$ cat src/rtl/mac_block_seq_if.sv
// Valid/ready operand stream that feeds the MAC block sequencer.
// The producer drives data/valid through master; the sequencer answers with ready through slave.
interface mac_block_seq_if #(
    parameter int dataWidth = 4
);
    logic [dataWidth-1:0] in_data;
    logic                 in_valid;
    logic                 in_ready;

    modport master (output in_data, output in_valid, input in_ready);
    modport slave  (input in_data, input in_valid, output in_ready);
endinterface

$ cat src/rtl/mac_block_seq.sv
// Sequencer for one MAC tile: loads operands into the tile memory and then streams a
// dot product through the tile's registered multiplier into its accumulator.
module mac_block_seq #(
    parameter int elementsNum = 4,
    parameter int dataWidth   = 4,
    localparam int AW         = $clog2(elementsNum)
) (
    input  logic                 clk,
    input  logic                 rst,
    input  logic                 start_load,
    input  logic                 start_compute,
    mac_block_seq_if.slave       s_if,
    output logic [dataWidth-1:0] blk_in,
    output logic                 blk_we_mem,
    output logic [AW-1:0]        blk_wraddr,
    output logic [AW-1:0]        blk_rdaddr,
    output logic                 blk_zero_in,
    output logic                 blk_we_out,
    output logic                 busy,
    output logic                 load_done,
    output logic                 result_valid
);

    typedef enum logic [2:0] {
        IDLE    = 3'd0,
        LOAD    = 3'd1,
        COMPUTE = 3'd2,
        DRAIN   = 3'd3,
        DONE    = 3'd4
    } state_t;

    localparam logic [AW-1:0] CNT_LAST = AW'(elementsNum - 1);

    state_t        state_q, state_d;
    logic [AW-1:0] cnt_q, cnt_d;
    logic          p_vld_q, p_vld_d;
    logic          p_first_q, p_first_d;
    logic          load_done_q, load_done_d;
    logic          result_valid_q, result_valid_d;
    logic          accept;

    assign s_if.in_ready = (state_q == LOAD) || (state_q == COMPUTE);
    assign accept        = s_if.in_valid && s_if.in_ready;

    assign blk_in       = s_if.in_data;
    assign blk_we_mem   = (state_q == LOAD) && s_if.in_valid;
    assign blk_wraddr   = (state_q == LOAD) ? cnt_q : '0;
    assign blk_rdaddr   = (state_q == COMPUTE) ? cnt_q : '0;
    // The tile's product register lags the read by one cycle, so the accumulator
    // controls follow the registered beat flags rather than the live handshake.
    assign blk_we_out   = p_vld_q;
    assign blk_zero_in  = p_vld_q && p_first_q;
    assign busy         = (state_q != IDLE);
    assign load_done    = load_done_q;
    assign result_valid = result_valid_q;

    always_comb begin
        state_d        = state_q;
        cnt_d          = cnt_q;
        p_vld_d        = 1'b0;
        p_first_d      = p_first_q;
        load_done_d    = 1'b0;
        result_valid_d = 1'b0;

        case (state_q)
            IDLE: begin
                if (start_load) begin
                    state_d = LOAD;
                    cnt_d   = '0;
                end else if (start_compute) begin
                    state_d = COMPUTE;
                    cnt_d   = '0;
                end
            end
            LOAD: begin
                if (accept) begin
                    cnt_d = cnt_q + AW'(1);
                    if (cnt_q == CNT_LAST) begin
                        state_d     = IDLE;
                        cnt_d       = '0;
                        load_done_d = 1'b1;
                    end
                end
            end
            COMPUTE: begin
                if (accept) begin
                    cnt_d     = cnt_q + AW'(1);
                    p_vld_d   = 1'b1;
                    p_first_d = (cnt_q == '0);
                    if (cnt_q == CNT_LAST) begin
                        state_d = DRAIN;
                        cnt_d   = '0;
                    end
                end
            end
            DRAIN: begin
                state_d        = DONE;
                result_valid_d = 1'b1;
            end
            DONE: begin
                state_d = IDLE;
            end
            default: begin
                state_d = IDLE;
            end
        endcase
    end

    always_ff @(posedge clk) begin
        if (rst) begin
            state_q        <= IDLE;
            cnt_q          <= '0;
            p_vld_q        <= 1'b0;
            p_first_q      <= 1'b0;
            load_done_q    <= 1'b0;
            result_valid_q <= 1'b0;
        end else begin
            state_q        <= state_d;
            cnt_q          <= cnt_d;
            p_vld_q        <= p_vld_d;
            p_first_q      <= p_first_d;
            load_done_q    <= load_done_d;
            result_valid_q <= result_valid_d;
        end
    end

endmodule

$ cat src/flat_wrapper.sv
// flat-port wrapper written by rule: the top's interface ports become plain ports
module mac_block_seq_flat 
#(
    parameter int elementsNum = 4,
    parameter int dataWidth   = 4,
    localparam int AW         = $clog2(elementsNum)
)
  (clk, rst, start_load, start_compute, blk_in, blk_we_mem, blk_wraddr, blk_rdaddr, blk_zero_in, blk_we_out, busy, load_done, result_valid, s_if_in_data, s_if_in_valid, s_if_in_ready);
  mac_block_seq_if #(.dataWidth(dataWidth)) s_if_i ();
  input  logic clk;
  input  logic rst;
  input  logic start_load;
  input  logic start_compute;
  output logic [dataWidth-1:0] blk_in;
  output logic blk_we_mem;
  output logic [AW-1:0] blk_wraddr;
  output logic [AW-1:0] blk_rdaddr;
  output logic blk_zero_in;
  output logic blk_we_out;
  output logic busy;
  output logic load_done;
  output logic result_valid;
  input wire logic [$bits(s_if_i.in_data)-1:0] s_if_in_data;
  input wire logic [$bits(s_if_i.in_valid)-1:0] s_if_in_valid;
  output wire logic [$bits(s_if_i.in_ready)-1:0] s_if_in_ready;
  assign s_if_i.in_data = s_if_in_data;
  assign s_if_i.in_valid = s_if_in_valid;
  assign s_if_in_ready = s_if_i.in_ready;
  mac_block_seq #(.elementsNum(elementsNum), .dataWidth(dataWidth)) u_core (.clk(clk), .rst(rst), .start_load(start_load), .start_compute(start_compute), .s_if(s_if_i), .blk_in(blk_in), .blk_we_mem(blk_we_mem), .blk_wraddr(blk_wraddr), .blk_rdaddr(blk_rdaddr), .blk_zero_in(blk_zero_in), .blk_we_out(blk_we_out), .busy(busy), .load_done(load_done), .result_valid(result_valid));
endmodule
$ cat config.mk
export PLATFORM = sky130hd
export DESIGN_NAME = mac_block_seq_flat
export DESIGN_NICKNAME = d
export VERILOG_FILES = /design/src/rtl/mac_block_seq_if.sv /design/src/rtl/mac_block_seq.sv /design/src/flat_wrapper.sv
export SDC_FILE = /design/constraint.sdc
export NUM_CORES = 1
export LEC_CHECK = 0
export ABC_AREA = 1
export BUFFER_PORTS_ARGS = -buffer_cell sky130_fd_sc_hd__buf_4
export CAP_MARGIN = 20
export CORE_MARGIN = 10
export CORE_UTILIZATION = 25
export DETAILED_ROUTE_END_ITERATION = 7
export PLACE_DENSITY = 0.51
export SLEW_MARGIN = 20
export SYNTH_ARGS = -nofsm -noshare
export SYNTH_HDL_FRONTEND = slang
export SYNTH_SLANG_ARGS = --single-unit
$ cat constraint.sdc
create_clock -name clk -period 1.35 [get_ports clk]
set_input_delay 0.135 -clock clk [delete_from_list [all_inputs] [get_ports clk]]
set_output_delay 0.135 -clock clk [all_outputs]
set_load 0.05 [all_outputs]
**After elaboration in Yosys (flattened, before gate mapping)**

Cells that the tools add are included.
Widths: inputs -> output; s select.

- Bits in read-only memories: 0
- Memories: 0
- Register bits after elaboration: 9
- Output and inout bits: 15
- Latch bits: 0
- Memory bits (writable): 0

- Shift-type cells: 0
- Bitwise gates (word level): 3
- Divide/modulo/power cells: 0
- Multiplexer cells: 17
- Add/subtract/negate cells: 1
- Reduce and logical (&&, ||, !) cells: 14
- Magnitude comparators: 0
- Equality and inequality tests: 10
- Multipliers: 0

Operator list:

| kind | count |
|---|---|
| $mux 3 | 6 |
| $mux 2 | 6 |
| $pmux 3 s4 | 1 |
| $eq 3x2->1 const B | 2 |
| $ne 2x1->1 const B | 3 |
| $reduce_and 5->1 | 1 |
| $ne 2x2->1 const B | 2 |
| $pmux 2 s2 | 1 |
| $reduce_or 2->1 | 2 |
| $eq 3x1->1 const B | 1 |
| $logic_and 1x1->1 | 3 |
| $logic_not 3->1 | 1 |
| $mux 1 | 3 |
| $ne 3x3->1 const B | 1 |
| $not 1->1 | 3 |
| $reduce_and 3->1 | 1 |
| $reduce_bool 3->1 | 1 |
| $reduce_or 3->1 | 1 |
| $add 2x1->2 const B | 1 |
| $eq 2x2->1 const B | 1 |
| $logic_not 2->1 | 1 |
| $reduce_and 2->1 | 1 |
| $reduce_bool 2->1 | 1 |
| $logic_or 1x1->1 | 1 |

**Logic depth before layout (Yosys ltp)**

Gate-level depths: netlist (run 1).

- Depth in word-level cells: 5
- Depth in mapped cells: 8
- Depth with buffers taken out: 8

**Worst setup path after synthesis (run 1)**

Ideal clock, no wire load.

- Path kind: flip-flop to output port
- Start: register u_core.state_q[2]
- End: output port blk_rdaddr[0]
- Stages on the path, launching flop included: 4
- Setup slack: -0.066 ns
- Required time: 1.215 ns
- Arrival time: 1.281 ns
- Path through: dfxtp_1 > nor2_2 > nand2_2 > nor2_1

- Cells in the longest elaborated chain, start to end: 2

Ends and longest elaborated chain:

| element | RTL line | text |
|---|---|---|
| start, declared | mac_block_seq.sv:34 | `state_t state_q, state_d;` |
| start signal, assigned | mac_block_seq.sv:118 | `state_q <= state_d;` |
| $eq 3x2->1 | mac_block_seq.sv:48 | `assign blk_rdaddr = (state_q == COMPUTE) ? cnt_q : '0;` |
| $mux 2 | mac_block_seq.sv:48 |  |
| end, declared | flat_wrapper.sv:17 | `output logic [AW-1:0] blk_rdaddr;` |

Every way passes these cells.

**Worst setup path in the final report (run 1)**

Ends and elaborated chain as after synthesis.

==> results of run 1 <==
==> cell usage in the layout (no fill, tap or decap), types with 4 or more instances in the layout <==
cell type / count
inv_1: 12
nand2_1: 12
buf_4: 12
nor2_2: 8
dfxtp_1: 7
nand3_1: 5
buf_6: 5
nor2_1: 4
==> cell families (layout without fill, tap and decap cells) <==
logic type / after synthesis / count (layout)
AND/OR/NAND/NOR: 39 / 39
buffers and inverters: 17 / 35
flip-flops: 9 / 9
AO/OA/AOI/OAI: 7 / 7
adder cells (fa/ha/maj): 2 / 2
==> state kept, by name (all words and copies together) (netlist names) <==
register             count
u_core.blk_we_out        1
u_core.cnt_q             2
u_core.load_done         1
u_core.p_first_q         1
u_core.result_valid      1
u_core.state_q           3
==> what timing repair did <==
action | CTS | global route
buffers inserted | 0 | 3
pin swaps | 1 | 1
setup endpoints to repair | 6 | 6
gates resized for setup | 8 | 8
==> worst max-delay path: stages, from the launching register on <==
cell     delay, ns
dfxtp_2       0.35
nor2_4        0.15
nand2_2       0.12
nor2_2        0.12
buf_6         0.16
==> power by group through the flow <==
stage          clock [mW]  combinational [mW]  sequential (mW)
2_1_floorplan           0               0.795            0.407
3_3_place_gp            0                1.01            0.398
3_5_place_dp            0                1.00            0.401
4_1_cts             0.221                1.07            0.407
5_1_grt             0.234                1.27            0.424
6_report            0.213                1.16            0.411
==> metal layers <==
metal	share of wire [%]	track usage, %
met1	39	5.60
met2	50	11.2
met3	9.4	3.22
met4	0.87	4.01
met5	0	0
==> worst paths after layout <==
path	start	to	cells past startpoint	slack, ns
min reg2reg	u_core.p_first_q	u_core.p_first_q	2	0.45
max reg2reg	u_core.state_q[1]	u_core.cnt_q[1]	6	0.15
max	u_core.state_q[2]	blk_rdaddr[0]	4	0.05
min	rst	u_core.blk_we_out	2	0.06
==> cell type report <==
type / count / area, µm²
inverters: 13 / 51.3
fillers: 220 / 1230
multi-input cells: 48 / 293
repair buffers: 18 / 161
well taps: 27 / 33.8
flip-flops and latches: 9 / 183
clock buffers: 4 / 26.3
==> per-stage QoR <==
step	hold slack [ns]	worst slack, ns	util [%]
after floorplan	0.207	-0.0663	-
after global placement	0.271	0.135	32.6
after detailed placement	0.271	0.152	32.6
after CTS	0.0493	0.00179	35.5
after global routing	0.0559	-0.0107	37.8
final	0.0574	0.0458	37.8
==> metrics.txt, run 1 <==
CTS Buffer Depth 2; # nets final 104; post-synthesis sequential area ratio ~34%; first-pass GRT wire length 2160 µm; Syn Nets 85; GPL Wtd Cong between 0.7 and 0.8; Yosys cell types 18; layout cells sized above 1 approximately 45%; mux cell area share after synthesis 0%; Int Pwr a little under 0.9 mW; Final Critical Period 1.30 ns; Yosys top cell area share 34.2%; synthesized cell area around 530 µm²; Clock Power Share roughly an eighth; top cells by count, synth inv_1, nand2_1, dfxtp_1, nor2_1, nand3_1; Synth area leaders dfxtp_1, inv_1, nand2_1; antenna-violating nets left 0; Worst Hold Class in2reg; Syn. warnings 0; Yosys reg bits 9; Synth area leader dfxtp_1; Switching Fraction about 51%; part of the power in registers a little under a quarter; final hold viol count 0; Post-synth ARST share 0%; synthesized area per cell between 7 and 8 µm²; Clock Latency Late Sink 0.27 ns; CTS tree done; XOR/XNOR Fraction of Synth Area 0%; I/O pin total 24; Post-Synth Adder-Cell Area approximately 4.8%; PwrDens about 2400 mW/mm²; Die Footprint around 0.0043 mm²; DR vias/cell between 4 and 5; routed via count about 510; row cnt 16; max-slew violations 0; residual DRC count 0; worst slew pin tran about 0.21 ns; arrival time at the worst endpoint 1.17 ns; Post-Route WL 1380 µm; Port Buffers 15; Combinational Power Share 65.0%; DR WL/cell 11.6 µm; critical path class reg2out; count of flip-flops with a built-in enable after synthesis 0; post-synthesis compound-gate area fraction 8.55%; Main synth FF type dfxtp_1; Root Driver clkbuf_4; max-cap violation count 0; Hold-fix buffers, CTS 0; simple-gate share of the synthesized area a little under two fifths; largest net degree at the start of global routing 8; final std cells w/o fill roughly 120; total grt overflow 0; H-tree levels 1; first-pass iteration count of the detailed router 4; Clock Skew 0.0103 ns; CP startpoint kind flop; initial antenna violation count 0; core area roughly 0.0020 mm²; final setup violation count 0; Pwr Total about 1.8 mW; Final Cycle Share between 90 and 100%; VDD IR max around 0.00066 V; Clock transition at path regs 0.07 ns; total clock sinks 9; Placed Instances approximately 110; die width roughly 66 µm; Num CTS Buffers 3; # diodes 0; status finished clean; dpl hpwl ~1100 µm; relative slew slack a little under nine tenths; gr usage total 6.36%; Final Instance Area roughly 750 µm²; Synth Instances 74; Crit. End Element output port; Area Growth Syn to Fin 42.0%; Sw Pwr between 0.9 and 1 mW; Lkg Pwr ~0.36 nW; crit path max fanout 5; setup tns final 0 ns; CP required roughly 1.2 ns; starting density of the core about a quarter; Max Freq approximately 0.77 GHz; main combinational cell family by area after synthesis simple AND/OR/NAND/NOR gates; DRT iter0 DRCs 10; via count of the first global-routing pass roughly 490; die height about 66 µm; placed instance area approximately 650 µm²
Note: power is estimated with default switching activity, not from simulation.
==> run 2: changes to the inputs <==
--- a/config.mk
+++ b/config.mk
@@ -6,7 +6,7 @@
 export NUM_CORES = 1
 export LEC_CHECK = 0
 export ABC_AREA = 1
-export BUFFER_PORTS_ARGS = -buffer_cell sky130_fd_sc_hd__buf_4
+export BUFFER_PORTS_ARGS = -buffer_cell sky130_fd_sc_hd__buf_2
 export CAP_MARGIN = 20
 export CORE_MARGIN = 10
 export CORE_UTILIZATION = 25
==> run 2 against run 1 <==
Clock power is essentially flat. Cell area shrank 2.7%. Utilization shrank 1.0 points. Non-clock buffer count is the same. Sequential power grew 2%. Count of clock-buffer cells in the layout is the same. Combinational power is essentially flat. Global-route usage grew 0.31 points. Hold slack gained 0.032 ns. Worst setup slack gained 0.028 ns. Largest power group unchanged. Highest routed layer unchanged.
==> metrics.txt, run 2 (synthesized netlist as in run 1, its figures left out) <==
final setup violation count 0 (unchanged); GPL Wtd Cong 0.779 (was 0.764); routed via count 526 (was 512); RSZ-0062 raised after global routing false; DRT iter0 DRCs 9 (was 10); worst slew pin tran 0.252 ns (was 0.206 ns); final std cells w/o fill 119 (unchanged); most frequent cells in the layout inv_1, nand2_1, buf_2 (was inv_1, nand2_1, buf_4); arrival time at the worst endpoint 1.14 ns (was 1.17 ns); # diodes 0 (unchanged); Clock Latency Late Sink 0.26 ns (was 0.27 ns); I/O pin total 24 (unchanged); row cnt 16 (unchanged); Root Driver clkbuf_4 (unchanged); dpl hpwl 1110 µm (was 1130 µm); CP startpoint kind flop (unchanged); Port Buffers 15 (unchanged); total clock sinks 9 (unchanged); Post-Route WL 1390 µm (was 1380 µm); antenna-violating nets left 0 (unchanged); first-pass iteration count of the detailed router 4 (unchanged); cell chain of the critical path nor2_4 -> nand2_4 -> nor2_2 -> buf_6 (was nor2_4 -> nand2_2 -> nor2_2 -> buf_6); Combinational Power Share 64.4% (was 65.0%); register area 184 µm² (was 183 µm²); via count of the first global-routing pass 536 (was 492); initial antenna violation count 0 (unchanged); starting density of the core 26.6% (unchanged); Lkg Pwr 0.359 nW (about the same); largest net degree at the start of global routing 8 (unchanged); gr usage total 6.67% (was 6.36%); CTS Buffer Depth 2 (unchanged); critical path class reg2out (unchanged); first-pass GRT wire length 2380 µm (was 2160 µm); part of the power in registers 23.6% (was 23.1%); fillcell total 211 (was 220); CP max stage delay 0.35 ns (about the same); CP required 1.22 ns (about the same); placed instance area 608 µm² (was 646 µm²); Clock Power Share 12.0% (about the same); Largest Register u_core.state_q (unchanged); core area 0.00198 mm² (unchanged); CTS tree done (unchanged); biggest regs u_core.state_q: 3 flops, u_core.cnt_q: 2 flops (unchanged); crit path max fanout 5 (unchanged); Die Footprint 0.00434 mm² (unchanged); status finished clean (unchanged); Final Cycle Share 94.5% (was 96.6%); Clock transition at path regs 0.07 ns (about the same); VDD IR max 0.000761 V (was 0.000659 V); Crit. End Element output port (unchanged); Placed Instances 112 (unchanged); max-slew violations 0 (unchanged); die height 65.9 µm (unchanged); Sw Pwr 0.918 mW (was 0.919 mW); Clock Skew 0.00361 ns (was 0.0103 ns); die width 65.9 µm (unchanged); post-route core utilization 36.7% (was 37.8%); PwrDens 2430 mW/mm² (was 2380 mW/mm²); # nets final 104 (unchanged); Worst Hold Class in2reg (unchanged); Max Freq 0.784 GHz (was 0.767 GHz); area of the multi-input gates 298 µm² (was 293 µm²); Final Critical Period 1.28 ns (was 1.30 ns); residual DRC count 0 (unchanged); setup tns final 0 ns (unchanged); max-cap violation count 0 (unchanged); relative slew slack 83.3% (was 86.1%); DR WL/cell 11.6 µm (about the same); Num CTS Buffers 3 (unchanged); Switching Fraction 52.0% (was 51.5%); layout cells sized above 1 45.7% (was 44.6%); DR vias/cell 4.42 (was 4.30); slowest cell on the critical path dfxtp_2 (unchanged); Final Instance Area 728 µm² (was 748 µm²); Int Pwr 0.849 mW (was 0.865 mW); H-tree levels 1 (unchanged); total grt overflow 0 (unchanged); Area Growth Syn to Fin 38.2% (was 42.0%); final hold viol count 0 (unchanged); max reg flops 3 (unchanged)
## run 2: changes by cell type in the layout (fill, tap and decap cells not counted)
cell     previous run  this run
buf_2               0         9
buf_4              12         4
buf_6               5         4
dfxtp_1             7         6
dfxtp_2             2         3
nand2_2             3         2
nand2_4             1         2
## run 2: final cells by class
class / instances / area share, %
Clock buffer: 4 / 3.61
Inverter: 13 / 7.04
Multi-Input combinational cell: 48 / 40.9
Sequential cell: 9 / 25.3
Tap cell: 27 / 4.64
Timing Repair Buffer: 18 / 18.6
## run 2: power by group through the flow
stage	Clock [mW]	Combinational, mW	Sequential, mW
after floorplan	0	0.795	0.407
after global placement	0	0.958	0.395
after detailed placement	0	0.955	0.396
after CTS	0.215	1.04	0.403
after global routing	0.230	1.27	0.430
final	0.211	1.14	0.418
## run 2: layer usage
metal,global-route usage [%],part of all wire (%),vias up
met5,0,0,-
met4,2.41,0.58,0
met3,3.39,11,2
met2,11.6,49,21
met1,6.65,39,240
li1,-,-,263
## run 2: path summary, 6_finish.rpt
check               startpoint                end  slack, ns  cells after the start
max          u_core.state_q[2]      blk_rdaddr[0]       0.07                      4
min                        rst  u_core.state_q[2]       0.09                      2
max reg2reg  u_core.state_q[2]    u_core.cnt_q[1]       0.14                      7
min reg2reg   u_core.p_first_q   u_core.p_first_q       0.45                      2
## run 2: repair_timing
action	in CTS	in global routing
hold buffers	0	0
buffers inserted	1	2
pin swaps	1	2
cloned	0	0
resized for setup	12	11
endpoints found under the setup margin	6	7
## run 2: worst max-delay path, delay by kind of cell (launching register included)
family | cells | cell delay (ns)
buffers and inverters | 1 | 0.16
DFF | 1 | 0.35
and+or+nand+nor | 3 | 0.35
## run 2: metrics by stage
step                setup WS [ns]  hold slack [ns]  power [mW]
detailed placement          0.144            0.271        1.35
finish                     0.0743           0.0892        1.77
global placement            0.153            0.271        1.35
global route               0.0256           0.0979        1.93
CTS                      0.000970           0.0917        1.66
floorplan                 -0.0663            0.207        1.20
